$ cat src/rtl/alu_seq.sv
// Sequential ALU: valid/ready handshake, iterative shift-add multiply and restoring divide.
// Define ALU_DIV_EN to build the divider; otherwise div/mod finish in one cycle with err set.
module alu_seq #(
    parameter  int WIDTH = 8,
    localparam int CNT_W = $clog2(WIDTH + 1)
) (
    input  logic             clk,
    input  logic             reset,
    input  logic             in_valid,
    output logic             in_ready,
    input  logic [2:0]       sel,
    input  logic [WIDTH-1:0] in1,
    input  logic [WIDTH-1:0] in2,
    output logic             out_valid,
    input  logic             out_ready,
    output logic [WIDTH-1:0] result,
    output logic             carry,
    output logic             zero,
    output logic             err
);

    localparam logic [2:0] OP_ADD = 3'b000;
    localparam logic [2:0] OP_SUB = 3'b001;
    localparam logic [2:0] OP_MUL = 3'b010;
    localparam logic [2:0] OP_MOD = 3'b011;
    localparam logic [2:0] OP_DIV = 3'b100;
    localparam logic [2:0] OP_AND = 3'b101;
    localparam logic [2:0] OP_OR  = 3'b110;
    localparam logic [2:0] OP_XOR = 3'b111;

    typedef enum logic [1:0] {IDLE, CALC, DONE} state_t;

    state_t             r_state, w_state_nxt;
    logic [CNT_W-1:0]   r_cnt, w_cnt_nxt;
    logic [2:0]         r_sel, w_sel_nxt;
    logic [WIDTH-1:0]   r_opb, w_opb_nxt;
    logic [2*WIDTH-1:0] r_acc, w_acc_nxt;
    logic [WIDTH-1:0]   r_result, w_result_nxt;
    logic               r_carry, w_carry_nxt;
    logic               r_zero, w_zero_nxt;
    logic               r_err, w_err_nxt;
    logic               w_load;

    logic [WIDTH:0]     w_add;
    logic [WIDTH:0]     w_sub;
    logic [WIDTH:0]     w_mul_sum;
    logic [2*WIDTH-1:0] w_mul_step;

    assign w_add = {1'b0, in1} + {1'b0, in2};
    assign w_sub = {1'b0, in1} - {1'b0, in2};

    // r_acc holds {partial product high half, remaining multiplier bits}
    assign w_mul_sum  = {1'b0, r_acc[2*WIDTH-1:WIDTH]} + (r_acc[0] ? {1'b0, r_opb} : '0);
    assign w_mul_step = {w_mul_sum, r_acc[WIDTH-1:1]};

`ifdef ALU_DIV_EN
    logic [WIDTH:0]     w_div_shift;
    logic [WIDTH:0]     w_div_trial;
    logic [2*WIDTH-1:0] w_div_step;

    // r_acc holds {partial remainder, dividend bits shifting into quotient}
    assign w_div_shift = {r_acc[2*WIDTH-1:WIDTH], r_acc[WIDTH-1]};
    assign w_div_trial = w_div_shift - {1'b0, r_opb};
    assign w_div_step  = w_div_trial[WIDTH]
                       ? {w_div_shift[WIDTH-1:0], r_acc[WIDTH-2:0], 1'b0}
                       : {w_div_trial[WIDTH-1:0], r_acc[WIDTH-2:0], 1'b1};
`endif

    assign in_ready  = (r_state == IDLE);
    assign out_valid = (r_state == DONE);
    assign result    = r_result;
    assign carry     = r_carry;
    assign zero      = r_zero;
    assign err       = r_err;

    always_comb begin
        w_state_nxt  = r_state;
        w_cnt_nxt    = r_cnt;
        w_sel_nxt    = r_sel;
        w_opb_nxt    = r_opb;
        w_acc_nxt    = r_acc;
        w_result_nxt = r_result;
        w_carry_nxt  = r_carry;
        w_zero_nxt   = r_zero;
        w_err_nxt    = r_err;
        w_load       = 1'b0;

        unique case (r_state)
            IDLE: begin
                if (in_valid) begin
                    w_sel_nxt   = sel;
                    w_opb_nxt   = in2;
                    w_cnt_nxt   = CNT_W'(WIDTH);
                    w_carry_nxt = 1'b0;
                    w_err_nxt   = 1'b0;
                    w_state_nxt = DONE;
                    w_load      = 1'b1;
                    unique case (sel)
                        OP_ADD: begin
                            w_result_nxt = w_add[WIDTH-1:0];
                            w_carry_nxt  = w_add[WIDTH];
                        end
                        OP_SUB: begin
                            w_result_nxt = w_sub[WIDTH-1:0];
                            w_carry_nxt  = w_sub[WIDTH];
                        end
                        OP_MUL: begin
                            w_acc_nxt   = {{WIDTH{1'b0}}, in1};
                            w_state_nxt = CALC;
                            w_load      = 1'b0;
                        end
                        OP_MOD, OP_DIV: begin
`ifdef ALU_DIV_EN
                            if (in2 == '0) begin
                                w_err_nxt    = 1'b1;
                                w_result_nxt = (sel == OP_DIV) ? '1 : in1;
                            end else begin
                                w_acc_nxt   = {{WIDTH{1'b0}}, in1};
                                w_state_nxt = CALC;
                                w_load      = 1'b0;
                            end
`else
                            w_err_nxt    = 1'b1;
                            w_result_nxt = '0;
`endif
                        end
                        OP_AND:  w_result_nxt = in1 & in2;
                        OP_OR:   w_result_nxt = in1 | in2;
                        OP_XOR:  w_result_nxt = in1 ^ in2;
                        default: w_result_nxt = '0;
                    endcase
                end
            end
            CALC: begin
                w_cnt_nxt = r_cnt - 1'b1;
`ifdef ALU_DIV_EN
                w_acc_nxt = (r_sel == OP_MUL) ? w_mul_step : w_div_step;
`else
                w_acc_nxt = w_mul_step;
`endif
                // Last iteration: the result is taken from this cycle's step value
                if (r_cnt == CNT_W'(1)) begin
                    w_state_nxt  = DONE;
                    w_load       = 1'b1;
                    w_result_nxt = w_mul_step[WIDTH-1:0];
                    w_carry_nxt  = |w_mul_step[2*WIDTH-1:WIDTH];
`ifdef ALU_DIV_EN
                    if (r_sel == OP_DIV) begin
                        w_result_nxt = w_div_step[WIDTH-1:0];
                        w_carry_nxt  = 1'b0;
                    end else if (r_sel == OP_MOD) begin
                        w_result_nxt = w_div_step[2*WIDTH-1:WIDTH];
                        w_carry_nxt  = 1'b0;
                    end
`endif
                end
            end
            DONE: begin
                if (out_ready) begin
                    w_state_nxt = IDLE;
                end
            end
            default: w_state_nxt = IDLE;
        endcase

        if (w_load) begin
            w_zero_nxt = (w_result_nxt == '0);
        end
    end

    always_ff @(posedge clk or negedge reset) begin
        if (!reset) begin
            r_state  <= IDLE;
            r_cnt    <= '0;
            r_sel    <= '0;
            r_opb    <= '0;
            r_acc    <= '0;
            r_result <= '0;
            r_carry  <= 1'b0;
            r_zero   <= 1'b0;
            r_err    <= 1'b0;
        end else begin
            r_state  <= w_state_nxt;
            r_cnt    <= w_cnt_nxt;
            r_sel    <= w_sel_nxt;
            r_opb    <= w_opb_nxt;
            r_acc    <= w_acc_nxt;
            r_result <= w_result_nxt;
            r_carry  <= w_carry_nxt;
            r_zero   <= w_zero_nxt;
            r_err    <= w_err_nxt;
        end
    end

endmodule

$ cat config.mk
export PLATFORM = sky130hd
export DESIGN_NAME = alu_seq
export DESIGN_NICKNAME = d
export VERILOG_FILES = /design/src/rtl/alu_seq.sv
export SDC_FILE = /design/constraint.sdc
export NUM_CORES = 1
export LEC_CHECK = 0
export CAP_MARGIN = 10
export CORE_ASPECT_RATIO = 0.75
export CORE_MARGIN = 2
export CORE_UTILIZATION = 62
export DETAILED_ROUTE_END_ITERATION = 7
export PLACE_DENSITY = 0.86
export SETUP_SLACK_MARGIN = 0.15
export SLEW_MARGIN = 20
export SYNTH_ARGS = -nofsm -noshare
export SYNTH_HDL_FRONTEND = slang
export SYNTH_SLANG_ARGS = --single-unit
$ cat constraint.sdc
create_clock -name clk -period 5.1 [get_ports clk]
set_input_delay 0.765 -clock clk [delete_from_list [all_inputs] [get_ports clk]]
set_output_delay 0.765 -clock clk [all_outputs]
set_load 0.01 [all_outputs]
* After elaboration in Yosys (flattened, before gate mapping) *
Index checks and enable logic that the tools add are counted.

word-level totals
  register bits after elaboration = 41
  input port bits = 23
  output and inout bits = 13
  word-level logic and storage cells = 64

cells by class
  add/sub/neg operators = 4
  eq/ne operators = 14
  mux-type cells = 24
  bitwise operators = 3
  reduce and logical (&&, ||, !) cells = 11

operators by type and width
  operator            count
  $pmux 8 s6          1
  $mux 16             2
  $pmux 16 s2         1
  $mux 8              3
  $add 8x8->9         2
  $pmux 8 s2          1
  $eq 3x3->1 const B  4
  $reduce_and 3->1    3
  $sub 8x8->9         1
  $and 8x8->8         1
  $logic_not 8->1     1
  $mux 2              4
  $or 8x8->8          1
  $pmux 4 s2          1
  $reduce_or 8->1     1
  $xor 8x8->8         1
  $eq 3x2->1 const B  2
  $mux 1              6
  $pmux 1 s2          3
  $pmux 2 s3          1
  $eq 4x1->1 const B  1
  $mux 4              1
  $ne 2x1->1 const B  2
  $ne 2x2->1 const B  2
  9 further kinds     10

* Logic depth before layout (Yosys ltp) *
Gate-level depths: netlist of the first run.

  word-level depth = 6
  depth in mapped cells = 11
  depth with buffers taken out = 11

* Worst setup path before layout of the first run *
Ideal clock, no wire load.

  path kind = input to register
  start point = in in1[0]
  end point = reg r_zero, in the netlist zero
  library setup time = 0.122 ns
  data arrival time = 3.024 ns
  required time = 4.978 ns
  path slack = 1.954 ns
  stages = 11
  path buffers = 0
  cells stage by stage = inv_1 ha_1 inv_1 fa_1 and2b_1 or4_4 and4_4 o311ai_2 a21oi_1 o221a_1 a32o_1

on the way
  cells in the longest elaborated chain, start to end = 5
  elaborated cells on any way between the ends = 9
  classes of those cells = 2 x add/sub; 3 x mux; 3 x bitwise; 1 x reduce/logical

RTL lines
  item                                       RTL line  text
  from (decl)                                12        input logic [WIDTH-1:0] in1,
  $sub 8x8->9, or another cell as far along  50        assign w_sub = {1'b0, in1} - {1'b0, in2};
  $pmux 8 s6 *                               98        unique case (sel)
  $mux 8 *                                   90        if (in_valid) begin
  $pmux 8 s2 *                               88        unique case (r_state)
  $logic_not 8->1 *                          167       w_zero_nxt = (w_result_nxt == '0);
  to (signal assigned)                       190       r_zero <= w_zero_nxt;
  to (decl)                                  40        logic r_zero, w_zero_nxt;

Mark *: on every way between the ends. The rest lies on a longest branch, timed or not.
A chain may end at the register's enable or synchronous reset.

* Worst setup path after layout of the first run *
Same ends and word-level chain as after synthesis.

==> out/results.ini, run 1 <==
[global_route]
grt_pass1_wl_mm = 14.1
grt_usage = 0.306
grt_pass1_vias = 3034
grt_max_degree = 42
grt_antenna_before_repair = 0
grt-ovfl-total = 0

[layout]
nets = 487
drive_above_1_share = 0.0678
syn_to_final_growth_pct = 14.6
stdcell_count = 503
n_antenna_cell = 0
fillers = 445
fin_util = 0.726

[timing]
setup_viol = 0
fin_ws_ns = 1.58
fin_crit_ns = 3.52
fmax_ghz = 0.284
rsz0062_at_grt = false
hold_viol_final = 0
report.final.slew_viol_count = 0
tns_ns = 0
relSlewSlack = 0.393
worst_slew_pin_slew_ns = 0.911
timing.final.crit_share = 0.690
fin_skew_ns = 0.0118

[place]
hpwl_mm = 6.44
place_inst = 495
gp_congestion = 0.893
post-place-ws_ns = 1.31
io_buffers = 35

[critical_path]
path_class = input pin to register
crit_fanout = 3
critPathArrivalTime_ns = 3.72
crit_top_cell = inv_1
end_kind = register
r2r_setup_slack_ns = 2.28
r2r-end = zero$_DFFE_PN0P_
r2r-start = r_cnt[1]$_DFFE_PN0P_
max_stage_delay_ns = 0.43
path_cells = clkdlybuf4s50_1 > inv_1 > ha_1 > inv_1 > fa_1 > and2b_1 > or4_4 > and4_4 > o311ai_2 > a21oi_1 > o221a_1 > a32o_1
worst_r2r_path_depth = 9
slowest_stage = clkdlybuf4s50_1
cp.required_ns = 5.30
start_kind = input pin

[drt]
routed.top_layer = met4
wl_mm = 8.61
drt_first_iter_violations = 233
dr_wl_met2_mm = 3.81
vias_per_cell = 6.23
drtAntennaViolNets = 0
firstDrtPassIters = 5
drt-wirelength-per-cell_um = 17.1
vias = 3135
wl_met1_mm = 3.92
dr_wl_met3_um = 716
drc = 0

[floorplan]
ioPinCount = 36
die_w_um = 89.0
fp-row-count = 23
die_area_mm2 = 0.00603
initial_core_util = 0.634
dieHeight_um = 67.7
core-area_mm2 = 0.00530

[clock_tree]
clk_latency_ns = 0.30
cts_buffers = 5
htreeDepth = 2
cts-hold-fix-buffers = 0
postCtsSetupBuffers = 0
ctsRootBufferMaster = clkbuf_8
tritoncts = yes
cts.sinks = 41
clk_pin_slew_ns = 0.09
cts.repair.resized = 0
clk_path_buf_depth = 2

[synthesis]
yosys.area_share.simple = 0.211
synth_edf_count = 0
yosysWarnings = 0
synthArstFlopShare = 1.00
synth_adder_area_share = 0.145
synth-seq-cells = 41
yosys.area.top_type = dfrtp_1
synth_xor_xnor_area_share = 0.0209
synth.most_common_cell = nand2_1
synth_top_family_by_area = compound AO/OA/AOI/OAI gates
yosys_most_used_dff = dfrtp_1
synth.top_cell.area_share = 0.306
synthTopCellsByArea = dfrtp_1 (31%), ha_1 (13%), o21ai_0 (5.1%)
syn_area_mm2 = 0.00336
synth_cells = 403
ys_types = 61
syn-num-nets = 463
ys_seq_area_frac = 0.306
yosys-top-cells-count = nand2_1 (43), dfrtp_1 (41), ha_1 (34), o21ai_0 (34), nor2_1 (32)
synth_area_per_cell_um2 = 8.33
synth_mux_area_frac = 0.00634
synth_compound_area_frac = 0.250

[worst_hold_path]
hold_path.class = register to register
hold_start = r_opb[3]$_DFFE_PN0P_
hold_end = r_opb[3]$_DFFE_PN0P_
hold_path_depth = 2

[power_and_ir_drop]
leakage_nw = 1.74
ir_drop_mv = 0.298
power_density_mw_per_mm2 = 348

[run_status]
run_status = completed

[run]
maxCapViolations = 0

==> flip-flops by register name (all words and copies together), names as in the netlist <==
signal	cells
carry	1
result	8
r_acc	16
r_state	2
err	1
r_cnt	4
zero	1
r_opb	8
==> layout make-up <==
| class | instances | area, µm² | share of cell area |
|---|---|---|---|
| Multi-Input combinational cell | 311 | 2130 | 0.553 |
| Tap cell | 75 | 93.8 | 0.0244 |
| Clock buffer | 5 | 68.8 | 0.0179 |
| Inverter | 29 | 109 | 0.0283 |
| Clock inverter | 3 | 46.3 | 0.0120 |
| Sequential cell | 41 | 1030 | 0.267 |
| Timing Repair Buffer | 39 | 375 | 0.0976 |
==> worst max path at each step <==
stage	cells past startpoint	slack, ns	startpoint	end
floorplan	11	1.95	in1[0]	zero$_DFFE_PN0P_
global placement	12	1.41	in1[0]	zero$_DFFE_PN0P_
detailed placement	12	1.31	in1[0]	zero$_DFFE_PN0P_
CTS	12	1.61	in1[0]	zero$_DFFE_PN0P_
global route	12	1.47	in1[0]	zero$_DFFE_PN0P_
finish	12	1.58	in1[0]	zero$_DFFE_PN0P_
==> where the power goes <==
group	total [mW]	switching (mW)	internal [mW]	leakage, nW
Sequential	0.531	0.0969	0.434	0.524
Clock	0.266	0.120	0.146	0.0543
Combinational	0.540	0.285	0.255	1.16
Total	1.34	0.501	0.836	1.74
==> placed cells by master, fill, tap and decap left out, types with 6 or more instances in the layout <==
master,count
ha_1,34
dfrtp_1,41
inv_1,28
nor2b_1,8
and2_1,8
a22o_1,7
o21ai_0,34
a21oi_1,25
clkdlybuf4s50_1,34
nand3_1,7
nand2_1,43
nand2b_1,7
xnor2_1,6
a22oi_1,7
nor2_1,32
==> routing by layer <==
metal  vias to the layer above  global-route usage
met3                        25              0.0623
met1                      1488               0.422
met4                         0              0.0989
met5                         -                   0
met2                       144               0.484
li1                       1478                   -
==> per-stage QoR <==
stage | instance area, µm² | power (mW) | hold slack (ns)
after detailed placement | 3730 | 1.06 | 0.467
after CTS | 3850 | 1.33 | 0.486
final | 3850 | 1.34 | 0.482
after floorplan | 3360 | 0.865 | 0.442
after global routing | 3850 | 1.42 | 0.520
after global placement | 3730 | 1.04 | 0.459
==> cell families (layout without fill, tap and decap cells) <==
kind of cell / after synthesis / in the layout
and+or+nand+nor: 139 / 139
muxes: 2 / 2
DFF: 41 / 41
adders and majority gates: 37 / 37
AOI/OAI and AO/OA: 125 / 125
xor gates and xnor gates: 8 / 8
buffers and inverters: 51 / 76
==> critical path, delay by kind of cell <==
kind,cells,cell delay (ns)
and+or+nand+nor,3,0.80
AOI/OAI and AO/OA,4,0.97
buffers and inverters,3,0.59
adders and majority gates,2,0.59
Power figures use the tool's default switching activity.
==> run 2: changes to the inputs <==
--- a/config.mk
+++ b/config.mk
@@ -8,9 +8,9 @@
 export CAP_MARGIN = 10
 export CORE_ASPECT_RATIO = 0.75
 export CORE_MARGIN = 2
-export CORE_UTILIZATION = 62
+export CORE_UTILIZATION = 58
 export DETAILED_ROUTE_END_ITERATION = 7
-export PLACE_DENSITY = 0.86
+export PLACE_DENSITY = 0.82
 export SETUP_SLACK_MARGIN = 0.15
 export SLEW_MARGIN = 20
 export SYNTH_ARGS = -nofsm -noshare
==> constraint.sdc (replaced) <==
create_clock -name clk -period 3.5 [get_ports clk]
set_input_delay 0.525 -clock clk [delete_from_list [all_inputs] [get_ports clk]]
set_output_delay 0.525 -clock clk [all_outputs]
set_load 0.01 [all_outputs]
==> run 2 against run 1 <==
  * Die area up 6.5%
  * Clock skew is 0.0025 ns lower
  * Power is 51% higher
  * Sequential share of layout area is 0.54 points lower
  * Utilization fell by 0.85 points
  * Global-route usage decreased by 3.2 points
  * Sequential power up 46%
  * Via count down 0.57%
  * Wire length decreased by 1.0%
  * Flip-flop and latch count stayed put
==> out/results.ini, run 2 (synthesis results as in run 1) <==
[floorplan]
die_w_um = 91.8  ; +3.2%
core-area_mm2 = 0.00547  ; +3.3%
fp-row-count = 23  ; unchanged
initial_core_util = 0.614  ; -0.0200
ioPinCount = 36  ; unchanged
dieHeight_um = 69.9  ; +3.2%
die_area_mm2 = 0.00642  ; +6.5%

[global_route]
grt_antenna_before_repair = 0  ; unchanged
grt-ovfl-total = 0  ; unchanged
grt_pass1_wl_mm = 14.0  ; -0.74%
grt_usage = 0.273  ; -0.0323
grt_max_degree = 42  ; unchanged
grt_pass1_vias = 2909  ; -4.1%

[run_status]
run_status = completed

[layout]
largest_reg_flops = 16  ; unchanged
fin_util = 0.718  ; -0.00852
multiInputGateArea_mm2 = 0.00213  ; unchanged
nets = 495  ; +1.6%
n_antenna_cell = 0  ; unchanged
final_cell_mix = nand2_1 (43), dfrtp_1 (41), o21ai_0 (34), ha_1 (34), clkdlybuf4s50_1 (34)
stdcell_count = 511  ; +1.6%
syn_to_final_growth_pct = 16.9
seqCellArea_mm2 = 0.00103  ; unchanged
drive_above_1_share = 0.0849  ; +0.0171
mostFrequentLayoutCell = nand2_1
fillers = 465  ; +4.5%
final_area_mm2 = 0.00393  ; +2.0%
regMostFlops = r_acc

[clock_tree]
cts-hold-fix-buffers = 0  ; unchanged
tritoncts = yes
cts.sinks = 41  ; unchanged
clk_pin_slew_ns = 0.08  ; about the same
clk_path_buf_depth = 2  ; unchanged
ctsRootBufferMaster = clkbuf_8
postCtsSetupBuffers = 0  ; unchanged
clk_latency_ns = 0.31  ; about the same
htreeDepth = 2  ; unchanged
cts_buffers = 5  ; unchanged
cts.repair.resized = 0  ; unchanged

[timing]
fmax_ghz = 0.312
setup_viol = 0  ; unchanged
worst_slew_pin_slew_ns = 0.882  ; -0.0291 ns
fin_skew_ns = 0.00927  ; -0.00253 ns
hold_viol_final = 0  ; unchanged
rsz0062_at_grt = false
timing.final.crit_share = 0.915
fin_crit_ns = 3.20
report.final.slew_viol_count = 0  ; unchanged
fin_ws_ns = 0.296  ; -1.28 ns
hold_ws_ns = 0.328  ; -0.153 ns
relSlewSlack = 0.412  ; +0.0194
tns_ns = 0  ; unchanged

[drt]
wl_mm = 8.52  ; -1.0%
vias = 3117  ; -0.57%
drtAntennaViolNets = 0  ; unchanged
drt_first_iter_violations = 232  ; -0.43%
drc = 0  ; unchanged
vias_per_cell = 6.10  ; -2.1%
firstDrtPassIters = 4  ; -1
drt-wirelength-per-cell_um = 16.7  ; -2.6%

[power_and_ir_drop]
power_mw = 2.02  ; +51%
ir_drop_mv = 0.357  ; +20%
power_density_mw_per_mm2 = 516  ; +48%
leakage_nw = 1.79  ; +3.0%

[critical_path]
end_kind = register
critPathArrivalTime_ns = 3.41  ; -0.31 ns
crit_fanout = 3  ; unchanged
path_class = input pin to register
start_kind = input pin
cp-startpoint = in2[0]
slowest_stage = clkdlybuf4s50_1
path_cells = clkdlybuf4s50_1 > ha_1 > inv_1 > fa_1 > and2b_1 > or4_4 > and4_4 > o311ai_2 > a21oi_1 > o221a_1 > a32o_1
r2r-start = r_acc[0]$_DFFE_PN0P_
max_stage_delay_ns = 0.50  ; +0.07 ns
cp.required_ns = 3.70  ; -1.60 ns

[place]
hpwl_mm = 6.46  ; +0.19%
io_buffers = 35  ; unchanged
post-place-ws_ns = -0.00872  ; -1.31 ns
gp_congestion = 0.936  ; +4.8%
place_inst = 503  ; +1.6%
place_area_mm2 = 0.00379  ; +1.6%

[worst_hold_path]
hold_path.class = input pin to asynchronous set/reset pin

[run]
maxCapViolations = 0  ; unchanged

## run 2: critical path, delay by kind of cell
family                   cells  cell delay, ns
adder cells (fa/ha/maj)      2            0.59
AO/OA/AOI/OAI                4            0.93
buffers and inverters        2            0.55
AND/OR/NAND/NOR              3            0.81
## run 2: routing by layer
layer	track usage	wire length, µm	up-vias
li1	-	-	1490
met1	0.393	4050	1480
met2	0.420	3650	128
met3	0.0572	662	19
met4	0.0763	162	0
met5	0	0	-
## run 2: final timing paths
| kind | endpoint | slack [ns] | depth (start not counted) |
|---|---|---|---|
| setup / recovery | zero$_DFFE_PN0P_ | 0.30 | 11 |
| hold / removal | err$_DFFE_PN0P_ | 0.33 | 1 |
| setup reg to reg | carry$_DFFE_PN0P_ | 0.86 | 10 |
| hold reg to reg | r_opb[0]$_DFFE_PN0P_ | 0.47 | 2 |
| max in group asynchronous | r_cnt[0]$_DFFE_PN0P_ | 2.61 | 1 |
| min in group clk | r_opb[0]$_DFFE_PN0P_ | 0.47 | 2 |
## run 2: layout make-up
cell class	instances	share of cell area
Multi-Input combinational cell	311	0.542
Sequential cell	41	0.261
Timing Repair Buffer	47	0.111
Inverter	29	0.0277
Tap cell	75	0.0239
Clock buffer	5	0.0175
Clock inverter	3	0.0166
## run 2: power breakdown
group	internal, mW	switching [mW]	total, mW
sequential	0.632	0.140	0.773
combinational	0.380	0.414	0.794
clock	0.283	0.175	0.458
